**src/rtl/fetch_stall_ctrl_pkg.sv**
```systemverilog
// fetch_stall_ctrl_pkg: shared state encodings and constants for the fetch hazard sequencer
package fetch_stall_ctrl_pkg;
    typedef enum logic [2:0] {
        RUN      = 3'd0,
        LU_STALL = 3'd1,
        MC_WAIT  = 3'd2,
        FLUSH    = 3'd3,
        HALT     = 3'd4
    } state_t;

    localparam logic [0:4] REG_ZERO = 5'd0;

    localparam logic [1:0] SR_NONE = 2'd0;
    localparam logic [1:0] SR_LU   = 2'd1;
    localparam logic [1:0] SR_MC   = 2'd2;
    localparam logic [1:0] SR_HALT = 2'd3;
endpackage

```
**src/rtl/fetch_stall_ctrl_if.sv**
```systemverilog
// fetch_stall_ctrl_if: pipeline-side inputs and stall/flush controls of the hazard sequencer
interface fetch_stall_ctrl_if #(parameter int CNT_W = 16);
    logic [0:4] id_rs1;
    logic [0:4] id_rs2;
    logic id_uses_rs1;
    logic id_uses_rs2;
    logic ex_is_load;
    logic [0:4] ex_rd;
    logic id_is_mc;
    logic mc_done;
    logic ex_redirect;
    logic halt_req;
    logic resume;
    logic stall;
    logic ifid_flush;
    logic idex_bubble;
    logic mc_start;
    logic mc_timeout;
    logic [0:2] state;
    logic [0:CNT_W-1] stall_cycles;

    modport master (
        output id_rs1, id_rs2, id_uses_rs1, id_uses_rs2, ex_is_load, ex_rd,
               id_is_mc, mc_done, ex_redirect, halt_req, resume,
        input  stall, ifid_flush, idex_bubble, mc_start, mc_timeout, state, stall_cycles
    );
    modport slave (
        input  id_rs1, id_rs2, id_uses_rs1, id_uses_rs2, ex_is_load, ex_rd,
               id_is_mc, mc_done, ex_redirect, halt_req, resume,
        output stall, ifid_flush, idex_bubble, mc_start, mc_timeout, state, stall_cycles
    );
endinterface

```
**src/rtl/fetch_stall_ctrl_hazard_detect.sv**
```systemverilog
// hazard_detect: combinational load-use compare between decode sources and the EX load target
import fetch_stall_ctrl_pkg::*;
module hazard_detect (
    input  logic [0:4] rs1,
    input  logic [0:4] rs2,
    input  logic       uses_rs1,
    input  logic       uses_rs2,
    input  logic       ex_is_load,
    input  logic [0:4] ex_rd,
    output logic       lu
);
    assign lu = ex_is_load && ex_rd != REG_ZERO &&
                ((uses_rs1 && rs1 == ex_rd) || (uses_rs2 && rs2 == ex_rd));
endmodule

```
**src/rtl/fetch_stall_ctrl.sv**
```systemverilog
// fetch_stall_ctrl: hazard FSM driving fetch stall, IF/ID flush and ID/EX bubble, with MC watchdog
import fetch_stall_ctrl_pkg::*;
module fetch_stall_ctrl #(
    parameter int MC_TIMEOUT = 64,
    parameter int CNT_W      = 16
) (
    input logic clk,
    input logic reset,
    fetch_stall_ctrl_if.slave bus
);
    localparam int WD_W = $clog2(MC_TIMEOUT);

    state_t st;
    logic [WD_W-1:0] wd;
    logic [0:CNT_W-1] cnt;
    logic tmo;
    logic lu;
    logic act;

    hazard_detect u_hd (
        .rs1(bus.id_rs1),
        .rs2(bus.id_rs2),
        .uses_rs1(bus.id_uses_rs1),
        .uses_rs2(bus.id_uses_rs2),
        .ex_is_load(bus.ex_is_load),
        .ex_rd(bus.ex_rd),
        .lu(lu)
    );

    // In RUN the lower-priority actions only fire when no redirect or halt preempts them
    always_comb begin
        act = st == RUN && !bus.ex_redirect && !bus.halt_req;
        bus.mc_start = act && bus.id_is_mc;
        bus.stall = (act && (bus.id_is_mc || lu)) || st == MC_WAIT || st == HALT;
        bus.idex_bubble = (act && !bus.id_is_mc && lu) || st == MC_WAIT || st == HALT || st == FLUSH;
        bus.ifid_flush = st == FLUSH;
    end

    assign bus.state = st;
    assign bus.mc_timeout = tmo;
    assign bus.stall_cycles = cnt;

    always_ff @(posedge clk or negedge reset) begin
        if (!reset) begin
            st <= RUN;
            wd <= '0;
            cnt <= '0;
            tmo <= 1'b0;
        end else begin
            if (bus.stall && cnt != '1)
                cnt <= cnt + 1'b1;
            case (st)
                RUN: begin
                    wd <= '0;
                    st <= bus.ex_redirect ? FLUSH : bus.halt_req ? HALT :
                          bus.id_is_mc ? MC_WAIT : lu ? LU_STALL : RUN;
                end
                LU_STALL: st <= bus.ex_redirect ? FLUSH : bus.halt_req ? HALT : RUN;
                MC_WAIT: begin
                    wd <= wd + 1'b1;
                    if (bus.ex_redirect)
                        st <= FLUSH;
                    else if (bus.mc_done)
                        st <= RUN;
                    else if (wd == WD_W'(MC_TIMEOUT - 1)) begin
                        tmo <= 1'b1;
                        st <= RUN;
                    end
                end
                FLUSH: st <= bus.halt_req ? HALT : RUN;
                HALT: st <= (bus.resume && !bus.halt_req) ? RUN : HALT;
                default: st <= RUN;
            endcase
        end
    end
endmodule

```
**src/flat_wrapper.sv**
```systemverilog
// flat-port wrapper written by rule: the top's interface ports become plain ports
module fetch_stall_ctrl_flat 
#(
    parameter int MC_TIMEOUT = 64,
    parameter int CNT_W      = 16
)
  (clk, reset, bus_id_rs1, bus_id_rs2, bus_id_uses_rs1, bus_id_uses_rs2, bus_ex_is_load, bus_ex_rd, bus_id_is_mc, bus_mc_done, bus_ex_redirect, bus_halt_req, bus_resume, bus_stall, bus_ifid_flush, bus_idex_bubble, bus_mc_start, bus_mc_timeout, bus_state, bus_stall_cycles);
  fetch_stall_ctrl_if #(.CNT_W(CNT_W)) bus_i ();
  input logic clk;
  input logic reset;
  input wire logic [$bits(bus_i.id_rs1)-1:0] bus_id_rs1;
  input wire logic [$bits(bus_i.id_rs2)-1:0] bus_id_rs2;
  input wire logic [$bits(bus_i.id_uses_rs1)-1:0] bus_id_uses_rs1;
  input wire logic [$bits(bus_i.id_uses_rs2)-1:0] bus_id_uses_rs2;
  input wire logic [$bits(bus_i.ex_is_load)-1:0] bus_ex_is_load;
  input wire logic [$bits(bus_i.ex_rd)-1:0] bus_ex_rd;
  input wire logic [$bits(bus_i.id_is_mc)-1:0] bus_id_is_mc;
  input wire logic [$bits(bus_i.mc_done)-1:0] bus_mc_done;
  input wire logic [$bits(bus_i.ex_redirect)-1:0] bus_ex_redirect;
  input wire logic [$bits(bus_i.halt_req)-1:0] bus_halt_req;
  input wire logic [$bits(bus_i.resume)-1:0] bus_resume;
  output wire logic [$bits(bus_i.stall)-1:0] bus_stall;
  output wire logic [$bits(bus_i.ifid_flush)-1:0] bus_ifid_flush;
  output wire logic [$bits(bus_i.idex_bubble)-1:0] bus_idex_bubble;
  output wire logic [$bits(bus_i.mc_start)-1:0] bus_mc_start;
  output wire logic [$bits(bus_i.mc_timeout)-1:0] bus_mc_timeout;
  output wire logic [$bits(bus_i.state)-1:0] bus_state;
  output wire logic [$bits(bus_i.stall_cycles)-1:0] bus_stall_cycles;
  assign bus_i.id_rs1 = bus_id_rs1;
  assign bus_i.id_rs2 = bus_id_rs2;
  assign bus_i.id_uses_rs1 = bus_id_uses_rs1;
  assign bus_i.id_uses_rs2 = bus_id_uses_rs2;
  assign bus_i.ex_is_load = bus_ex_is_load;
  assign bus_i.ex_rd = bus_ex_rd;
  assign bus_i.id_is_mc = bus_id_is_mc;
  assign bus_i.mc_done = bus_mc_done;
  assign bus_i.ex_redirect = bus_ex_redirect;
  assign bus_i.halt_req = bus_halt_req;
  assign bus_i.resume = bus_resume;
  assign bus_stall = bus_i.stall;
  assign bus_ifid_flush = bus_i.ifid_flush;
  assign bus_idex_bubble = bus_i.idex_bubble;
  assign bus_mc_start = bus_i.mc_start;
  assign bus_mc_timeout = bus_i.mc_timeout;
  assign bus_state = bus_i.state;
  assign bus_stall_cycles = bus_i.stall_cycles;
  fetch_stall_ctrl #(.MC_TIMEOUT(MC_TIMEOUT), .CNT_W(CNT_W)) u_core (.clk(clk), .reset(reset), .bus(bus_i));
endmodule
```
**config.mk**
```make
export PLATFORM = sky130hd
export DESIGN_NAME = fetch_stall_ctrl_flat
export DESIGN_NICKNAME = d
export VERILOG_FILES = /design/src/rtl/fetch_stall_ctrl_pkg.sv /design/src/rtl/fetch_stall_ctrl_if.sv /design/src/rtl/fetch_stall_ctrl_hazard_detect.sv /design/src/rtl/fetch_stall_ctrl.sv /design/src/flat_wrapper.sv
export SDC_FILE = /design/constraint.sdc
export NUM_CORES = 1
export LEC_CHECK = 0
export CORE_UTILIZATION = 46
export DETAILED_ROUTE_END_ITERATION = 7
export PLACE_DENSITY = 0.79
export SYNTH_ARGS = -nofsm -noshare
export SYNTH_HDL_FRONTEND = slang
export SYNTH_SLANG_ARGS = --single-unit
```
**constraint.sdc**
```tcl
create_clock -name clk -period 2.35 [get_ports clk]
set_input_delay 0.47 -clock clk [delete_from_list [all_inputs] [get_ports clk]]
set_output_delay 0.47 -clock clk [all_outputs]
set_load 0.005 [all_outputs]
```
; ---- Word level (Yosys, flattened, before mapping)
; Index checks and enable logic that the tools add are counted.
[totals]
regBits = 26
in_bits = 25
output_inout_bits = 24
word_cells = 55
[classes]
add_sub_neg = 2
eq_ne = 9
n_mux = 12
bitwise_logic = 2
reduce_logical = 26
[op_table]
columns = operator, n
row1 = $mux W3, 9
row2 = $add A16 B1 Y16 const B, 1
row3 = $ne A16 B16 Y1 const B, 1
row4 = $pmux W3 S5, 1
row5 = $logic_and A1 B1 Y1, 12
row6 = $pmux W6 S2, 1
row7 = $eq A5 B5 Y1, 2
row8 = $logic_or A1 B1 Y1, 7
row9 = $add A6 B1 Y6 const B, 1
row10 = $eq A3 B2 Y1 const B, 2
row11 = $eq A6 B6 Y1 const B, 1
row12 = $reduce_bool A5 Y1, 1
row13 = $ne A4 B4 Y1 const B, 1
row14 = $reduce_and A4 Y1, 1
row15 = $eq A3 B1 Y1 const B, 1
row16 = $eq A3 B3 Y1 const B, 1
row17 = $logic_not A1 Y1, 3
row18 = $logic_not A3 Y1, 1
row19 = $not A1 Y1, 2
row20 = $reduce_bool A2 Y1, 1
row21 = $mux W1, 1

; ---- Depth between registers and ports, before layout
[logic_depth]
word_depth = 9
depth_mapped = 9
mapped_depth_nobuf = 7

; ---- By module
; A second synthesis with hierarchy kept.
[hier_totals]
hier_cells = 161
hier_area_um2 = 1507.7
[modules_own_cells]
columns = module, n_inst, cells_per_inst, area_each_um2, seq_area_each_um2
row1 = fetch_stall_ctrl, 1, 144, 1373.8, 650.6
row2 = hazard_detect, 1, 17, 133.9, 0.0

; ---- Least setup slack after synthesis
; Ideal clock, no wire load.
[synth_timing]
kind = input-to-output
startpoint = in bus_ex_rd[1]
endpoint = out bus_idex_bubble
arrival_ps = 1532
required_time_ps = 1880
setup_slack_ps = 348
cell_stages = 6
path_buffers = 0
path_cell_list = xnor2_1 -> nand4_1 -> o22ai_1 -> nand2_1 -> or2_2 -> o21ai_0
[synth_via]
elab_chain_len = 8
elab_cells_between_ends = 12
classes_between = eq/ne (2) / reduce/logical (10)
[synth_rtl]
columns = item, line
row1 = "start, declared", flat_wrapper.sv:16  ; input wire logic [$bits(bus_i.ex_rd)-1:0] bus_ex_rd;
row2 = $eq A5 B5 Y1, fetch_stall_ctrl_hazard_detect.sv:13  ; ((uses_rs1 && rs1 == ex_rd) || (uses_rs2 && rs2 == ex_rd));
row3 = $logic_and A1 B1 Y1, fetch_stall_ctrl_hazard_detect.sv:13
row4 = $logic_or A1 B1 Y1, fetch_stall_ctrl_hazard_detect.sv:13
row5 = $logic_and A1 B1 Y1 (*), fetch_stall_ctrl_hazard_detect.sv:12  ; assign lu = ex_is_load && ex_rd != REG_ZERO &&
row6 = $logic_and A1 B1 Y1 (*), fetch_stall_ctrl.sv:35  ; bus.idex_bubble = (act && !bus.id_is_mc && lu) || st == MC_WAIT || st == HALT || st == FLUSH;
row7 = $logic_or A1 B1 Y1 (*) (3 in a row), fetch_stall_ctrl.sv:35
row8 = "end, declared", flat_wrapper.sv:24  ; output wire logic [$bits(bus_i.idex_bubble)-1:0] bus_idex_bubble;
; Every way passes the cells marked *; elsewhere a longest branch is shown, timed or not.

; ---- Worst setup path in the final report
[layout_timing]
startpoint = in bus_ex_rd[2]
endpoint = out bus_stall
[layout_via]
elab_chain_len = 8
elab_cells_between_ends = 12
classes_between = eq/ne (2) / reduce/logical (10)
[layout_rtl]
columns = item, line
row1 = $eq A5 B5 Y1, fetch_stall_ctrl_hazard_detect.sv:13
row2 = $logic_and A1 B1 Y1, fetch_stall_ctrl_hazard_detect.sv:13
row3 = $logic_or A1 B1 Y1, fetch_stall_ctrl_hazard_detect.sv:13
row4 = $logic_and A1 B1 Y1 (*), fetch_stall_ctrl_hazard_detect.sv:12
row5 = $logic_or A1 B1 Y1 (*), fetch_stall_ctrl.sv:34  ; bus.stall = (act && (bus.id_is_mc || lu)) || st == MC_WAIT || st == HALT;
row6 = $logic_and A1 B1 Y1 (*), fetch_stall_ctrl.sv:34
row7 = $logic_or A1 B1 Y1 (*) (2 in a row), fetch_stall_ctrl.sv:34
row8 = "end, declared", flat_wrapper.sv:22  ; output wire logic [$bits(bus_i.stall)-1:0] bus_stall;
; Marks and branches as above.

==> run metrics <==
cell types with the highest counts after synthesis dfrtp_1 (26), xnor2_1 (24), nand2_1 (21); Pwr per Cell Area 838 nW/um^2; Layout area overhead 45.9%; Chip Height 60.1 um; final setup fails 0; WP data required 1.88 ns; # DRC 0; Synth Area in Adders 1.61%; Worst Setup SP bus_ex_rd[2]; Internal Power 1.17 mW; cell family with the largest share of critical-path delay simple AND/OR/NAND/NOR gates; CTS root buffer clkbuf_4; Die Wd 60.1 um; Yosys top cell area share 41.9%; FF-to-FF setup slack 0.20 ns; R2R cell count 10; CTS tree yes; Tcrit/Tclk final 98.3%; status finished clean; Max stage delay cell, worst path or4_1; All-Layer GR Usage 22.2%; kind of critical path in2out; final core area utilization 72.4%; IO Port Bufs 48; worst slew pin tran 0.391 ns; Storage cell area 651 sq um; Worst Path Buf+Inv 2; fillcell total 239; Initial DRT Pass Iterations 4; post-route ant nets 0; Longest Clk Path Bufs 2; biggest area consumer among synthesized cells dfrtp_1; first-pass GRT wire length 5990 um; GPL Wtd Cong 0.795; clock power share 9.8%; Mapped Avg Cell Area 9.64 sq um; I/O pin count 49; multiplexer share of the synthesized area 1.37%; Seq pwr share 34.5%; Seq/Total Area, Yosys 41.9%; post-synthesis compound-gate area fraction 11.1%; Top FF cell, synth dfrtp_1; maximum clock rate 0.433 GHz; initial core utilization 49.6%; Switching Power 0.727 mW; CTS Hold Bufs 0; synthesized area 1550 sq um; final global-route overflow total 0; Slew HR 73.7%; Max H-tree Level 1; row cnt 20; Setup Skew 0.00591 ns; worst r2r dst u_core.bus.stall_cycles[12]$_DFFE_PN0P_; CP endpoint kind output port; max cap viols 0; fraction of registers with async set/reset 100%; EDFF count, synth 0; fin nets 251; largest family of logic cells by synthesized area simple AND/OR/NAND/NOR gates; post-synthesis xor/xnor area fraction 14.1%; clk sinks 26; most numerous cell in the Yosys netlist dfrtp_1; area of the multi-input gates 876 sq um; Via-to-Cell Ratio 5.43; Logic pwr share 55.7%; Netlist cell types 42; largest net degree at the start of global routing 27; Mapped Nets 188; layout cells sized above 1 17.1%; initial antenna violation count 0; antenna cells 0; final WL 3710 um; largest cells by area after synthesis dfrtp_1 (42%), xnor2_1 (14%), nand2_1 (5.1%); Worst EP arrival 1.84 ns; Max stage delay on crit path 0.49 ns; total core area 3130 sq um; critical path, cell by cell clkdlybuf4s15_1 > or4_1 > o211a_1 > nand2_2 > or2_4 > nand2_1 > buf_2; Sw Ratio 38.3%; final hold slack 0.487 ns; Crit Path Max Fanout 3; Static Leakage 1.04 nW; DRT iter0 DRCs 34; Reg-to-Reg Start u_core.bus.state[1]$_DFFE_PN0P_; RSZ-0062 raised after global routing yes; die area 3610 sq um; Cells after Synth 161; hold wc startpoint u_core.bus.mc_timeout$_DFFE_PN0P_; post-synthesis register bit count 26; fin. max-slew vios 0; HP Class reg2reg; worst min-delay path endpoint u_core.bus.mc_timeout$_DFFE_PN0P_; final worst path period need 2.31 ns; insertion delay to the later sink of the worst-skew pair 0.31 ns; vias in the first global route 1405; Avg WL per Cell 13.9 um; final-report hold violation count 0; Hold Path Depth 2; synth warn 0; TritonCTS Buffers 3; HPWL Detailed 2870 um; Worst VDD drop 0.563 mV; Reg clk slew, reported paths 0.14 ns; Post-Synth Simple-Gate Area 26.1%; total number of vias 1445; CP startpoint kind input port
-- metrics by stage --
| step | total power [mW] | cell area, sq um | setup slack [ns] | setup TNS (ns) | std cells |
|---|---|---|---|---|---|
| finish | 1.90 | 2270 | 0.0405 | 0 | 266 |
| global route | 2.02 | 2270 | -0.0488 | -0.0686 | 266 |
| CTS | 1.90 | 2230 | -0.0429 | -0.0429 | 265 |
| detailed placement | 1.72 | 2200 | -0.628 | -5.45 | 261 |
| global placement | 1.67 | 2200 | -0.596 | -4.78 | 261 |
| floorplan | 1.15 | 1550 | 0.348 | 0 | 161 |
-- tightest hold or removal path, cell delays in order (launching register included) --
cell and delay, ns:
dfrtp_1 0.37, inv_1 0.04, o31ai_1 0.06
-- kinds of logic (layout without fill, tap and decap cells) --
kind of cell    count (synthesis)  count (layout)
simple gates                   70              70
flops                          26              26
xor+xnor                       25              25
compound gates                 23              23
buf+inv                        13              74
fa+ha+maj                       2               2
mux                             2               2
-- power by group through the flow --
stage                     registers (mW)  logic (mW)  clock network [mW]
after CTS                          0.653        1.05               0.193
after global placement             0.649        1.02                   0
after global routing               0.668        1.14               0.211
final                              0.654        1.06               0.187
after detailed placement           0.657        1.06                   0
after floorplan                    0.662       0.486                   0
-- cell type report --
cell class	instances	share of cell area, %
clock buffers	3	0.994
inverters	4	0.663
multi-input cells	122	38.7
flip-flops and latches	26	28.7
well taps	44	2.43
repair buffers	67	28.5
-- registers in the layout (all words and copies together) (netlist names) --
register	count
u_core.bus.stall_cycles	16
u_core.bus.mc_timeout	1
u_core.wd	6
u_core.bus.state	3
-- worst max-delay path by stage --
stage | end | slack (ns) | cells after the start
6_report | bus_stall | 0.04 | 7
5_1_grt | bus_idex_bubble | -0.05 | 6
4_1_cts | bus_idex_bubble | -0.04 | 8
3_5_place_dp | bus_idex_bubble | -0.63 | 8
3_3_place_gp | bus_idex_bubble | -0.60 | 8
2_1_floorplan | bus_idex_bubble | 0.35 | 6
-- per-layer routing --
layer / part of all wire (%) / GRT usage, % / vias up
met4: 1.0 / 7.31 / 0
met2: 52 / 41.4 / 54
met3: 4.9 / 3.03 / 6
met5: 0 / 0 / -
met1: 42 / 25.5 / 689
li1: - / - / 696
-- layout by cell type, fill, tap and decap left out, types with 3 or more instances in the layout --
master,count
buf_4,17
dfrtp_1,26
nand4_1,12
nand2_1,20
nor2_1,7
inv_1,4
clkdlybuf4s50_1,29
xnor2_1,24
dlygate4sd2_1,3
nand3_1,7
clkdlybuf4s15_1,3
o21ai_0,6
clkbuf_4,3
dlymetal6s2s_1,9
-- repair_timing --
| action | 4_1_cts | 5_1_grt |
|---|---|---|
| endpoints found under the setup margin | 3 | 3 |
| buffers inserted | 1 | 1 |
| pin swaps | 7 | 17 |
| gates resized for setup | 23 | 17 |
Note: power is estimated with default switching activity, not from simulation.
==> patch 1: new RTL, same settings <==
The package constant `REG_ZERO` goes from 5'd0 to 5'd1.
--- a/src/rtl/fetch_stall_ctrl_pkg.sv
+++ b/src/rtl/fetch_stall_ctrl_pkg.sv
@@ -9,5 +9,5 @@
     } state_t;
 
-    localparam logic [0:4] REG_ZERO = 5'd0;
+    localparam logic [0:4] REG_ZERO = 5'd1;
 
     localparam logic [1:0] SR_NONE = 2'd0;
Behaviour: not the same (a bounded check fails within 4 cycles, from zero or initial values and one cycle with reset low).
==> patch 1 against the original RTL <==
- total power fell by 4.0%
- setup slack lost 2.0 ps
- synthesized area decreased by 2.8%
- cell count rose by 0.75%
- routed wire length shrank 0.35%
- first-iteration DRC count up 94%
- sequential cell count is the same
- cell area is 0.39% higher
- largest cell class unchanged
- highest routed layer unchanged
==> patch 1: results (changes against the original RTL) <==
Share of cells above drive strength 1 - 0.232 (was 0.171)
Nets - 253 (was 251)
First-pass GRT wire length - 6210 um (was 5990 um)
Iter 0 DRT Violations - 66 (was 34)
List of most frequent post-synthesis cells - dfrtp_1 (26), xnor2_1 (23), nand2_1 (18) (was dfrtp_1 (26), xnor2_1 (24), nand2_1 (21))
Max VDD drop - 0.397 mV (was 0.563 mV)
Final worst slack - 38.5 ps (was 40.5 ps)
Setup Fix Bufs, Post-CTS - 10 (was 1)
Vias in the first global route - 1416 (was 1405)
Worst Path Arrival - 2520 ps (was 1840 ps)
Synth Area in XOR/XNOR - 0.145 (was 0.141)
Top delay family on crit path - buffers and inverters (was simple AND/OR/NAND/NOR gates)
Mapped Nets - 177 (was 188)
Synthesized instance count - 150 (was 161)
Placer Congestion - 0.776 (was 0.795)
Met2 Usage GRT - 0.419 (was 0.414)
Status - complete, no violations (unchanged)
DP HPWL - 2710 um (was 2870 um)
CTS-repair resized insts - 18 (was 23)
Reg2reg end - u_core.bus.stall_cycles[9]$_DFFE_PN0P_ (was u_core.bus.stall_cycles[12]$_DFFE_PN0P_)
Top post-synthesis cells by area - dfrtp_1 (43%), xnor2_1 (13%), nand2_1 (4.5%), nand3_1 (3.3%), nand4_1 (2.9%) (was dfrtp_1 (42%), xnor2_1 (14%), nand2_1 (5.1%), nand4_1 (4.8%), nand3_1 (2.3%))
HP Start - u_core.bus.stall_cycles[2]$_DFFE_PN0P_ (was u_core.bus.mc_timeout$_DFFE_PN0P_)
GR Util met3 - 0.0437 (was 0.0303)
Mux contribution to synthesized area - 0.0207 (was 0.0137)
Hold path cells - 1 (was 2)
Cell variety after synth - 39 (was 42)
Final Non-Filler Cells - 268 (was 266)
DR WL met2 - 1860 um (was 1930 um)
Hold Path End - u_core.bus.stall_cycles[2]$_DFFE_PN0P_ (was u_core.bus.mc_timeout$_DFFE_PN0P_)
[patch 1: cell count changes after synthesis, sizes merged, moves of 3 or more]
cell    unedited run  this run
clkbuf             6         3
nand2             21        18
nand4             13         8
nor4               5         2
[patch 1: cell type report]
| type | count | area, um2 |
|---|---|---|
| clock buffer | 3 | 22.5 |
| timing repair buffer | 76 | 672 |
| inverter | 4 | 15.0 |
| multi-input combinational | 115 | 860 |
| tap | 44 | 55.1 |
| fill | 206 | 803 |
| sequential | 26 | 651 |
[patch 1: worst register-to-register path, delay by kind of cell, from the launching register on]
kind	cells	cell delay [ps]
AO/OA/AOI/OAI	1	280
XOR/XNOR	1	150
flip-flops	1	410
AND/OR/NAND/NOR	4	640
buffers and inverters	3	530
[patch 1: report_power, final]
| part | internal (mW) | switching [mW] |
|---|---|---|
| combinational | 0.533 | 0.441 |
| clock | 0.0601 | 0.125 |
| sequential | 0.548 | 0.116 |
==> patch 2: new RTL, same settings <==
Made on the original files. Reset style: synchronous (`reset`), changed in one clocked block.
--- a/src/rtl/fetch_stall_ctrl.sv
+++ b/src/rtl/fetch_stall_ctrl.sv
@@ -41,5 +41,5 @@
     assign bus.stall_cycles = cnt;
 
-    always_ff @(posedge clk or negedge reset) begin
+    always_ff @(posedge clk) begin
         if (!reset) begin
             st <= RUN;
Check against the original RTL: differs if reset is asserted again (counterexample within 4 cycles, from zero or initial values and one cycle with reset low); with reset held inactive, the same outputs for 10 cycles.
==> patch 2 against the original RTL <==
- hold slack barely moved
- sequential cell count unchanged
- core utilization rose by 0.72 points
- synthesized area is 4.5% lower
- die area shrank 4.4%
- cell area down 1.4%
- clock skew hardly changed
- via count grew 18%
- register-to-register slack lost 90 ps
- setup slack got worse by 37 ps
- cell count up 14%
- routed wire length up 9.4%
- largest cell class unchanged
- highest routed layer unchanged
Power is not compared: it rests on default switching activity, and its combinational part moved more than twofold at a synthesized area within 25%.
==> patch 2: results (changes against the original RTL) <==
Nets - 287 (was 251)
Routed vias - 1701 (was 1445)
H-tree Lvls - 1 (unchanged)
GR Overflow Total - 0 (unchanged)
Status - complete, no violations (unchanged)
Placer Congestion - 0.851 (was 0.795)
List of most frequent post-synthesis cells - dfxtp_1 (26), a21oi_1 (20), nor2_1 (17) (was dfrtp_1 (26), xnor2_1 (24), nand2_1 (21))
Mapped Nets - 214 (was 188)
Max FFs per register - 16 (unchanged)
Drt total wl - 4060 um (was 3710 um)
Clk Latency, worst-skew pair - 310 ps (about the same)
Largest net degree at the start of global routing - 17 (was 27)
Peak fanout along the critical path - 2 (was 3)
Iter 0 DRT Violations - 57 (was 34)
Ys async rst share - 0 (was 1.00)
Max Clock Skew - 5.52 ps (was 5.91 ps)
Fill cells - 244 (was 239)
First-pass GRT wire length - 6680 um (was 5990 um)
Top post-synthesis cells by area - dfxtp_1 (35%), a21oi_1 (6.8%), xor2_1 (5.3%), o21ai_0 (4.4%), nor2_1 (4.3%) (was dfrtp_1 (42%), xnor2_1 (14%), nand2_1 (5.1%), nand4_1 (4.8%), nand3_1 (2.3%))
Cell variety after synth - 39 (was 42)
Slew Limit Headroom - 0.769 (was 0.737)
Worst Path Arrival - 1880 ps (was 1840 ps)
Max Root-Sink Buffers - 2 (unchanged)
DP HPWL - 2920 um (was 2870 um)
Global Route Usage Sum - 0.244 (was 0.222)
Share of cells above drive strength 1 - 0.193 (was 0.171)
Min-Delay Path Class - flip-flop to flip-flop (unchanged)
Vias in the first global route - 1589 (was 1405)
Detailed-router iteration count before antenna repair - 6 (was 4)
CTS Buf Count - 3 (unchanged)
IO buf count - 48 (unchanged)
Final hold violations - 0 (unchanged)
Sequential area share after synthesis - 0.351 (was 0.419)
[patch 2: cell count changes after synthesis, sizes merged, moves of 6 or more]
cell   before  now
dfrtp      26    0
dfxtp       0   26
xnor2      24    2
a21oi       2   20
nor2        7   17
or3         0   10
nand2      21   12
nand4      13    5
xor2        1    9
o21ai       7   13
[patch 2: power by group through the flow]
stage / Sequential, mW / Clock [mW] / Combinational, mW
floorplan: 0.478 / 0 / 0.104
detailed placement: 0.473 / 0 / 0.240
global placement: 0.472 / 0 / 0.231
CTS: 0.464 / 0.227 / 0.254
finish: 0.464 / 0.225 / 0.263
global route: 0.467 / 0.246 / 0.284
[patch 2: logic make-up (layout without fill, tap and decap cells)]
group           Yosys count  count (layout)  synth area share
simple gates             80              80             0.290
compound gates           50              50             0.201
flops                    26              26             0.351
buf+inv                  13              85            0.0413
xor+xnor                 11              11            0.0650
mux                       5               5            0.0346
fa+ha+maj                 2               2            0.0169
[patch 2: stage by stage]
stage	instance area, um2	setup slack [ps]	instances	hold WS (ps)	power, mW
6_report	2230	3.09	303	487	0.952
5_1_grt	2230	-45.7	303	517	0.997
4_1_cts	2220	11.9	301	486	0.946
3_5_place_dp	2130	-586	292	469	0.713
3_3_place_gp	2130	-590	292	455	0.703
2_1_floorplan	1480	225	187	444	0.581
[patch 2: final timing paths]
check             cells past startpoint                                      end  slack [ps]                                     start
hold / removal                        2                u_core.wd[1]$_SDFFE_PN0P_         490                 u_core.wd[1]$_SDFFE_PN0P_
setup / recovery                      8                          bus_idex_bubble           3                             bus_id_rs1[2]
hold reg to reg                       2                u_core.wd[1]$_SDFFE_PN0P_         490                 u_core.wd[1]$_SDFFE_PN0P_
setup reg to reg                      8  u_core.bus.stall_cycles[2]$_SDFFE_PN0P_         110  u_core.bus.stall_cycles[15]$_SDFFE_PN0P_
[patch 2: worst max-delay path: stages]
cell and delay (ps):
clkdlybuf4s50_1 470, xnor2_1 100, and2_0 130, a32oi_1 70
nor2_1 180, nand2_1 110, o21ai_1 180, buf_2 160
[patch 2: layer usage]
layer / global-route usage / vias to the layer above / wire (um)
li1: - / 835 / -
met1: 0.306 / 799 / 1750
met2: 0.427 / 61 / 2070
met3: 0.0286 / 6 / 179
met4: 0.0918 / 0 / 56
met5: 0 / - / 0
[patch 2: layout make-up]
type / instances / share of cell area
inverter: 5 / 0.00840
sequential: 26 / 0.234
multi-input combinational: 148 / 0.421
tap: 44 / 0.0246
clock buffer: 4 / 0.0162
timing repair buffer: 76 / 0.296
[patch 2: repair_timing]
action,4_1_cts,5_1_grt
cloned,1,0
resized for setup,30,19
pin swaps,16,7
buffers inserted,5,2
setup endpoints to repair,19,11
